File: src/rtl/alu_reg.sv
// ----------------------------------------------------------------------------
// alu_reg -- registered WIDTH-bit ALU
//
// Computes one of eight operations on A/B every cycle and registers the
// result together with its flags. One cycle of latency, no enable, no
// handshake: a new operation may be issued on every clock.
//
// Optional feature macro: ALU_FLAGS_EN
//   When defined, the zero and overflow ports and their logic are present.
//
// Parameters
//   WIDTH      operand/result width in bits (2..32), default 4
//
// Ports
//   clk        sole clock, rising-edge
//   rst        asynchronous, active-high reset; clears every output
//   A, B       operands (B ignored by NOT and the shifts)
//   sel        operation select:
//                000 ADD  001 SUB  010 AND  011 OR
//                100 NOT  101 XOR  110 SHL  111 SHR
//   result     registered result
//   carry_out  registered carry (ADD), borrow (SUB) or shifted-out bit
//   zero       registered (result == 0)               [ALU_FLAGS_EN only]
//   overflow   registered signed overflow, ADD/SUB    [ALU_FLAGS_EN only]
// ----------------------------------------------------------------------------
module alu_reg #(
    parameter int unsigned WIDTH = 4
) (
    input  logic             clk,
    input  logic             rst,
    input  logic [WIDTH-1:0] A,
    input  logic [WIDTH-1:0] B,
    input  logic [2:0]       sel,
    output logic [WIDTH-1:0] result,
    output logic             carry_out
`ifdef ALU_FLAGS_EN
    ,
    output logic             zero,
    output logic             overflow
`endif
);

    localparam logic [2:0] OpAdd = 3'b000;
    localparam logic [2:0] OpSub = 3'b001;
    localparam logic [2:0] OpAnd = 3'b010;
    localparam logic [2:0] OpOr  = 3'b011;
    localparam logic [2:0] OpNot = 3'b100;
    localparam logic [2:0] OpXor = 3'b101;
    localparam logic [2:0] OpShl = 3'b110;
    localparam logic [2:0] OpShr = 3'b111;

    // Widened by one bit so the MSB is the carry (ADD) or borrow (SUB).
    logic [WIDTH:0]   sum;
    logic [WIDTH:0]   diff;
    logic [WIDTH-1:0] result_d;
    logic             carry_d;

    assign sum  = {1'b0, A} + {1'b0, B};
    assign diff = {1'b0, A} - {1'b0, B};

    always_comb begin
        result_d = '0;
        carry_d  = 1'b0;
        unique case (sel)
            OpAdd: begin
                result_d = sum[WIDTH-1:0];
                carry_d  = sum[WIDTH];
            end
            OpSub: begin
                result_d = diff[WIDTH-1:0];
                carry_d  = diff[WIDTH];
            end
            OpAnd: result_d = A & B;
            OpOr:  result_d = A | B;
            OpNot: result_d = ~A;
            OpXor: result_d = A ^ B;
            OpShl: begin
                result_d = A << 1;
                carry_d  = A[WIDTH-1];
            end
            OpShr: begin
                result_d = A >> 1;
                carry_d  = A[0];
            end
            default: begin
                result_d = '0;
                carry_d  = 1'b0;
            end
        endcase
    end

    always_ff @(posedge clk or posedge rst) begin
        if (rst) begin
            result    <= '0;
            carry_out <= 1'b0;
        end else begin
            result    <= result_d;
            carry_out <= carry_d;
        end
    end

`ifdef ALU_FLAGS_EN
    logic overflow_d;

    // Signed overflow: ADD when like-signed operands give a differently
    // signed sum; SUB when unlike-signed operands give a result whose sign
    // differs from A.
    always_comb begin
        overflow_d = 1'b0;
        if (sel == OpAdd) begin
            overflow_d = (A[WIDTH-1] == B[WIDTH-1]) && (sum[WIDTH-1] != A[WIDTH-1]);
        end else if (sel == OpSub) begin
            overflow_d = (A[WIDTH-1] != B[WIDTH-1]) && (diff[WIDTH-1] != A[WIDTH-1]);
        end
    end

    always_ff @(posedge clk or posedge rst) begin
        if (rst) begin
            zero     <= 1'b0;
            overflow <= 1'b0;
        end else begin
            zero     <= (result_d == '0);
            overflow <= overflow_d;
        end
    end
`endif

endmodule

File: config.mk
export PLATFORM = sky130hd
export DESIGN_NAME = alu_reg
export DESIGN_NICKNAME = d
export VERILOG_FILES = /design/src/rtl/alu_reg.sv
export SDC_FILE = /design/constraint.sdc
export NUM_CORES = 1
export LEC_CHECK = 0
export BUFFER_PORTS_ARGS = -buffer_cell sky130_fd_sc_hd__clkbuf_2
export CORE_MARGIN = 2
export CORE_UTILIZATION = 40
export DETAILED_ROUTE_END_ITERATION = 10
export PLACE_DENSITY = 0.7
export SKIP_CTS_REPAIR_TIMING = 1
export SYNTH_ARGS = -nofsm -noshare
export SYNTH_HDL_FRONTEND = slang
export SYNTH_SLANG_ARGS = --single-unit
File: constraint.sdc
create_clock -name clk -period 0.8 [get_ports clk]
set_clock_uncertainty 0.15 [all_clocks]
set_input_delay 0.04 -clock clk [delete_from_list [all_inputs] [get_ports clk]]
set_output_delay 0.04 -clock clk [all_outputs]
set_load 0.05 [all_outputs]
Yosys cells after proc, flatten, opt, wreduce, memory -nomap -nowiden
Index checks and enable logic that the tools add are counted.
Widths: inputs -> output; s select.
Storage, ports and cells
  register bits after elaboration: 5
  bits in latches: 0
  RAM bits: 0
  ROM bits: 0
  bits of input ports: 13
  memories: 0
Operators by class
  add/subtract/negate cells: 2
  $mul: 0
  divide/modulo/power cells: 0
  order comparisons: 0
  equality and inequality tests: 7
  shifts and indexed selects: 0
  multiplexer cells: 2
  bitwise logic cells: 4
  reduce and logical (&&, ||, !) cells: 1
Operator list (number)
  $pmux 4 s8: 1
  $eq 3x3->1 const B: 4
  $eq 3x2->1 const B: 2
  $add 4x4->5: 1
  $sub 4x4->5: 1
  $and 4x4->4: 1
  $not 4->4: 1
  $or 4x4->4: 1
  $pmux 1 s4: 1
  $xor 4x4->4: 1
  $eq 3x1->1 const B: 1
  $logic_not 3->1: 1

Depth between registers and ports, before layout
Gate-level depths: netlist (run 1).
  depth in word-level cells: 2
  depth in mapped cells: 8

Worst setup path before layout (run 1)
No wires, ideal clock.
  path kind: input to register
  start point: input A[0]
  end point: register result[2]
  setup time: 0.082 ns
  arrival: 1.385 ns
  slack: -0.817 ns
  cell stages on the path: 8
  path through: inv_1 > ha_1 > inv_1 > fa_1 > xnor2_1 > o21ai_2 > a211o_1 > a22oi_2
Between the ends
  word-level cells in the longest chain between the ends: 2
  elaborated cells on any way between the ends: 3
  those cells by class: add/sub: 2; mux: 1
RTL lines
  from (decl): line 31  | input logic [WIDTH-1:0] A,
  $sub 4x4->5 or $add 4x4->5 (tied branches): line 59, 58
  $pmux 4 s8 (*): line 64  | unique case (sel)
  via result_d[2]: line 55  | logic [WIDTH-1:0] result_d;
  to (signal assigned): line 97  | result <= result_d;
  to (decl): line 34  | output logic [WIDTH-1:0] result,
The timed path passes the listed nets; every way through them passes the cells marked *.

Worst setup path after layout (run 1)
  start point: input A[0]
  end point: register result[1]
Same word-level chain as after synthesis.

==> results.yml, run 1 <==
run_status:
  status: "complete, but fails checks"
  violations: "setup timing"
die:
  die_area_sq_mm: 0.00237
  coreArea_sq_mm: 0.00192
  die_w_um: 48.7
  fp-row-count: 16
  io_pins: 18
  die_h_um: 48.7
  initial_core_util_pct: 41.5
timing:
  finalHoldViolCount: 0
  finalMaxSlewViolations: 0
  tightest_slew_ns: 0.337
  setup_ws_ns: -0.592
  slew_headroom_pct: 77.3
  finalSetupViolCount: 10
  min_period_ns: 1.39
  setup_tns_ns: -3.18
  rsz0062_at_grt: "true"
  max_freq_ghz: 0.718
  period_share_pct: 174
critical_path:
  worstSetupPathType: "primary input to flop"
  crit_path_max_fanout: 2
  crit_start: "A[0]"
  crit_end: "result[1]$_DFF_PP0_"
  worstPathRequired_ns: 0.81
  worstPathArrival_ns: 1.40
  worstSetupEndpointType: "flop"
  startpoint_type: "primary input"
logic_synthesis:
  async_flop_share_pct: 100
  ys.flop_type: "dfrtp_1"
  synth_seq_area_share_pct: 15.7
  ys_ff_latch: 5
  ys_warn_count: 0
  synth.avg_cell_area_sq_um: 8.15
  syn_area_sq_um: 798
  synth_nets: 125
  ys_types: 38
  synth_edf_count: 0
  syn_inst: 98
clock_network:
  cts.sinks: 5
  cts_tree: "built"
  clock-root-buffer: "clkbuf_4"
  cts_buffers: 3
  clk_pin_slew_ns: 0.04
  htreeDepth: 1
  clockBufferDepth: 2
route:
  avgViaCountPerCell: 5.20
  dr.pass1.iters: 4
  ant_nets: 0
  drc: 0
  vias: 899
  drt_iter0_drc: 32
  post_drt_wl_per_cell_um: 13.7
  finalWirelength_um: 2360
global_routing:
  antenna_found_initial: 0
  grt_max_degree: 10
  grt_usage_pct: 18.7
  grt_pass1_wl_um: 3590
  grt_pass1_vias: 887
  overflow: 0
placed_design:
  placed_cells: 167
  io_buffers: 17
  place.gp.congestion: 0.848
  pre_cts_ws_ns: -0.966
  dp_hpwl_um: 1750
pwr:
  peakVddDrop_uv: 650
  power_density_mw_per_mm2: 1070
  p_leak_nw: 0.648
finish:
  fin_cells: 173
  diodes: 0
  nNetsFinal: 174
  areaGrowthSynthToFinish_pct: 71.9
  drive_above_1_share_pct: 55.5
min_path:
  holdCritPathClass: "primary input to asynchronous set/reset pin"
run:
  drv_cap: 0
[flip-flops by register name, indices dropped and copies added, names as in the netlist]
register and count:
carry_out 1, result 4
[metrics by stage]
stage	total power [mW]	instance area [sq um]	hold slack, ns	utilization (%)
5_1_grt	1.55	1370	0.109	71.4
3_3_place_gp	0.984	1150	-0.234	60.0
2_1_floorplan	0.735	837	-0.331	-
4_1_cts	1.31	1180	-0.486	61.3
3_5_place_dp	1.00	1150	-0.224	60.0
6_report	1.47	1370	0.0793	71.4
[critical path, cell delays in order]
cell     delay, ns
buf_12        0.12
inv_16        0.04
ha_4          0.12
inv_2         0.04
fa_2          0.52
nand2_2       0.06
o22ai_2       0.17
o21ai_1       0.09
a22oi_1       0.20
[layer usage]
layer	GRT usage (%)	vias to the layer above	part of all wire, %
met1	22.7	419	44
li1	-	445	-
met2	33.3	33	52
met4	8.57	0	0.72
met5	0	-	0
met3	1.54	2	3.5
[placed cells by master (no fill, tap or decap), types with 4 or more instances in the layout]
cell,netlist,final
nor2_1,5,4
inv_2,1,5
dfrtp_1,5,5
ha_4,0,6
buf_4,1,31
inv_1,14,9
ha_1,12,6
o21ai_0,6,4
buf_6,1,7
clkbuf_2,0,10
[how the worst min path moves through the flow]
stage	slack (ns)	cells past startpoint	start	endpoint
2_1_floorplan	-0.33	1	rst	carry_out$_DFF_PP0_
5_1_grt	0.11	3	rst	result[1]$_DFF_PP0_
6_report	0.08	3	rst	result[1]$_DFF_PP0_
3_5_place_dp	-0.22	2	rst	result[0]$_DFF_PP0_
3_3_place_gp	-0.23	2	rst	result[2]$_DFF_PP0_
4_1_cts	-0.49	2	rst	result[1]$_DFF_PP0_
[cells in the mapped netlist, types with 2 or more instances]
cell type / instances / area, sq um
a211oi_1: 2 / 15.0
a21oi_1: 4 / 20.0
a32oi_1: 2 / 17.5
buf_2: 2 / 10.0
clkbuf_1: 2 / 7.51
dfrtp_1: 5 / 125
fa_1: 2 / 40.0
ha_1: 12 / 150
inv_1: 14 / 52.6
mux2i_1: 3 / 30.0
nand2_1: 3 / 11.3
nand3b_1: 2 / 15.0
nor2_1: 5 / 18.8
nor2b_1: 5 / 31.3
nor3_1: 5 / 25.0
o21ai_0: 6 / 30.0
o311ai_0: 2 / 17.5
xnor2_1: 2 / 17.5
[final cells by class]
| type | count | area [sq um] |
|---|---|---|
| Clock buffer | 4 | 26.3 |
| Fill cell | 147 | 549 |
| Inverter | 15 | 72.6 |
| Multi-Input combinational cell | 72 | 723 |
| Sequential cell | 5 | 125 |
| Tap cell | 27 | 33.8 |
| Timing Repair Buffer | 50 | 392 |
[kinds of logic (layout without fill, tap and decap cells)]
family          after synthesis  in the layout  synth area share (%)
compound gates               29             29                  27.0
xor+xnor                      3              3                  3.29
fa+ha+maj                    14             14                  23.8
buf+inv                      21             69                  11.6
flops                         5              5                  15.7
mux                           3              3                  3.76
simple gates                 23             23                  14.9
[power by group]
part,switching (mW),total [mW],internal (mW)
Clock,0.106,0.295,0.189
Sequential,0.0154,0.301,0.285
Combinational,0.457,0.878,0.421
Total,0.579,1.47,0.895
(Power assumes the default switching activity.)
==> run 2, diff against run 1 <==
- CORE_ASPECT_RATIO: unset -> 0.7
==> run 2 against run 1 <==
The flow still finishes with violations (setup timing). Hold slack better by 0.0074 ns. Combinational power is 0.9% lower. Via count rose by 2.0%. Sequential share of layout area increased by 0.092 points. Critical path type unchanged. Clock power shrank 2%. Fmax is 0.58% higher. Setup slack better by 0.0080 ns.
==> results.yml, run 2 (synthesis results as in run 1) <==
run_status:
  status: "complete, but fails checks"
  violations: "setup timing"
timing:
  period_share_pct: 173
  max_freq_ghz: 0.722
  finalMaxSlewViolations: 0
  tightest_slew_ns: 0.304
  min_period_ns: 1.38
  slew_headroom_pct: 79.5
  finalSetupViolCount: 10
  finalHoldViolCount: 0
  rsz0062_at_grt: "true"
  setup_ws_ns: -0.584
route:
  vias: 917
  drt_iter0_drc: 15
  drc: 0
  avgViaCountPerCell: 5.33
  finalWirelength_um: 2510
  post_drt_wl_per_cell_um: 14.6
  dr.pass1.iters: 4
  ant_nets: 0
finish:
  largest_register: "result"
  drive_above_1_share_pct: 52.7
  diodes: 0
  design_area_sq_mm: 0.00136
  largest_reg_flops: 4
  fin_cells: 172
  fillers: 138
  nNetsFinal: 178
  areaGrowthSynthToFinish_pct: 70.2
  mostFrequentLayoutCells: "buf_4, inv_1, clkbuf_2"
  top_regs: "result (4), carry_out (1)"
  final_util_pct: 72.6
  final_common_cell: "buf_4"
die:
  die_h_um: 41.4
  initial_core_util_pct: 42.7
  io_pins: 18
  coreArea_sq_mm: 0.00187
  fp-row-count: 13
  die_area_sq_mm: 0.00237
  die_w_um: 57.4
run:
  drv_cap: 0
critical_path:
  worstPathArrival_ns: 1.39
  worstSetupEndpointType: "flop"
  critical_path.max_stage_delay_ns: 0.52
  crit_start: "A[0]"
  cp_cell_sequence: "buf_12 -> inv_16 -> ha_4 -> inv_2 -> fa_2 -> nand2_2 -> o22ai_2 -> o21ai_1 -> a22oi_1"
  crit_path_top_delay_cell: "fa_2"
  worstPathRequired_ns: 0.80
  crit_path_max_fanout: 2
  startpoint_type: "primary input"
  worstSetupPathType: "primary input to flop"
global_routing:
  overflow: 0
  antenna_found_initial: 0
  grt_usage_pct: 20.6
  grt_pass1_wl_um: 3650
  grt_max_degree: 11
  grt_pass1_vias: 837
pwr:
  peakVddDrop_uv: 940
  power_density_mw_per_mm2: 1070
  p_leak_nw: 0.654
clock_network:
  cts_buffers: 3
  cts.sinks: 5
  clockBufferDepth: 2
  cts_tree: "built"
  clk_pin_slew_ns: 0.04
  clock-root-buffer: "clkbuf_4"
  htreeDepth: 1
placed_design:
  io_buffers: 17
  place_area_sq_mm: 0.00116
  placed_cells: 164
  dp_hpwl_um: 1910
  place.gp.congestion: 0.898
min_path:
  holdCritPathClass: "primary input to asynchronous set/reset pin"
-- run 2: cell types whose count changed in the layout (fill, tap and decap cells not counted), sizes merged --
cell / before / now
buf: 39 / 44
clkbuf: 14 / 13
-- run 2: metrics by stage --
step           power (mW)  setup TNS, ns  hold WS [ns]  worst slack, ns
2_1_floorplan       0.735          -2.62        -0.331           -0.667
3_3_place_gp         1.00          -4.21        -0.233           -0.966
3_5_place_dp         1.02          -4.39        -0.222           -0.994
4_1_cts              1.32          -4.26        -0.476           -0.748
5_1_grt              1.54          -3.38         0.116           -0.625
6_report             1.46          -3.08        0.0867           -0.584
-- run 2: cell type report --
type	count	area, sq um	share of cell area [%]
clock buffer	4	26.3	1.93
timing repair buffer	54	419	30.8
tap	22	27.5	2.03
inverter	15	75.1	5.52
sequential	5	125	9.21
multi-input combinational	72	686	50.5
-- run 2: critical path, delay by kind of cell --
family	cells	cell delay, ns
and+or+nand+nor	1	0.05
adders and majority gates	2	0.64
buffers and inverters	3	0.19
AOI/OAI and AO/OA	3	0.46
-- run 2: path summary, 6_finish.rpt --
kind                                  endpoint  slack, ns
setup / recovery           result[1]$_DFF_PP0_      -0.58
hold / removal             result[2]$_DFF_PP0_       0.09
max in group asynchronous  result[0]$_DFF_PP0_       0.25
min in group clk           result[0]$_DFF_PP0_       0.14
-- run 2: metal layers --
metal	global-route usage, %	routed length (um)	up-vias
met5	0	0	-
met4	6.98	0	0
met3	0.926	112	0
met2	40.1	1320	40
met1	25.6	1080	428
li1	-	-	449
-- run 2: report_power, final --
group / total [mW] / internal [mW] / switching (mW) / leakage [nW]
Clock: 0.289 / 0.188 / 0.101 / 0.0150
Combinational: 0.870 / 0.420 / 0.450 / 0.580
Sequential: 0.299 / 0.285 / 0.0139 / 0.0591
Total: 1.46 / 0.893 / 0.565 / 0.654
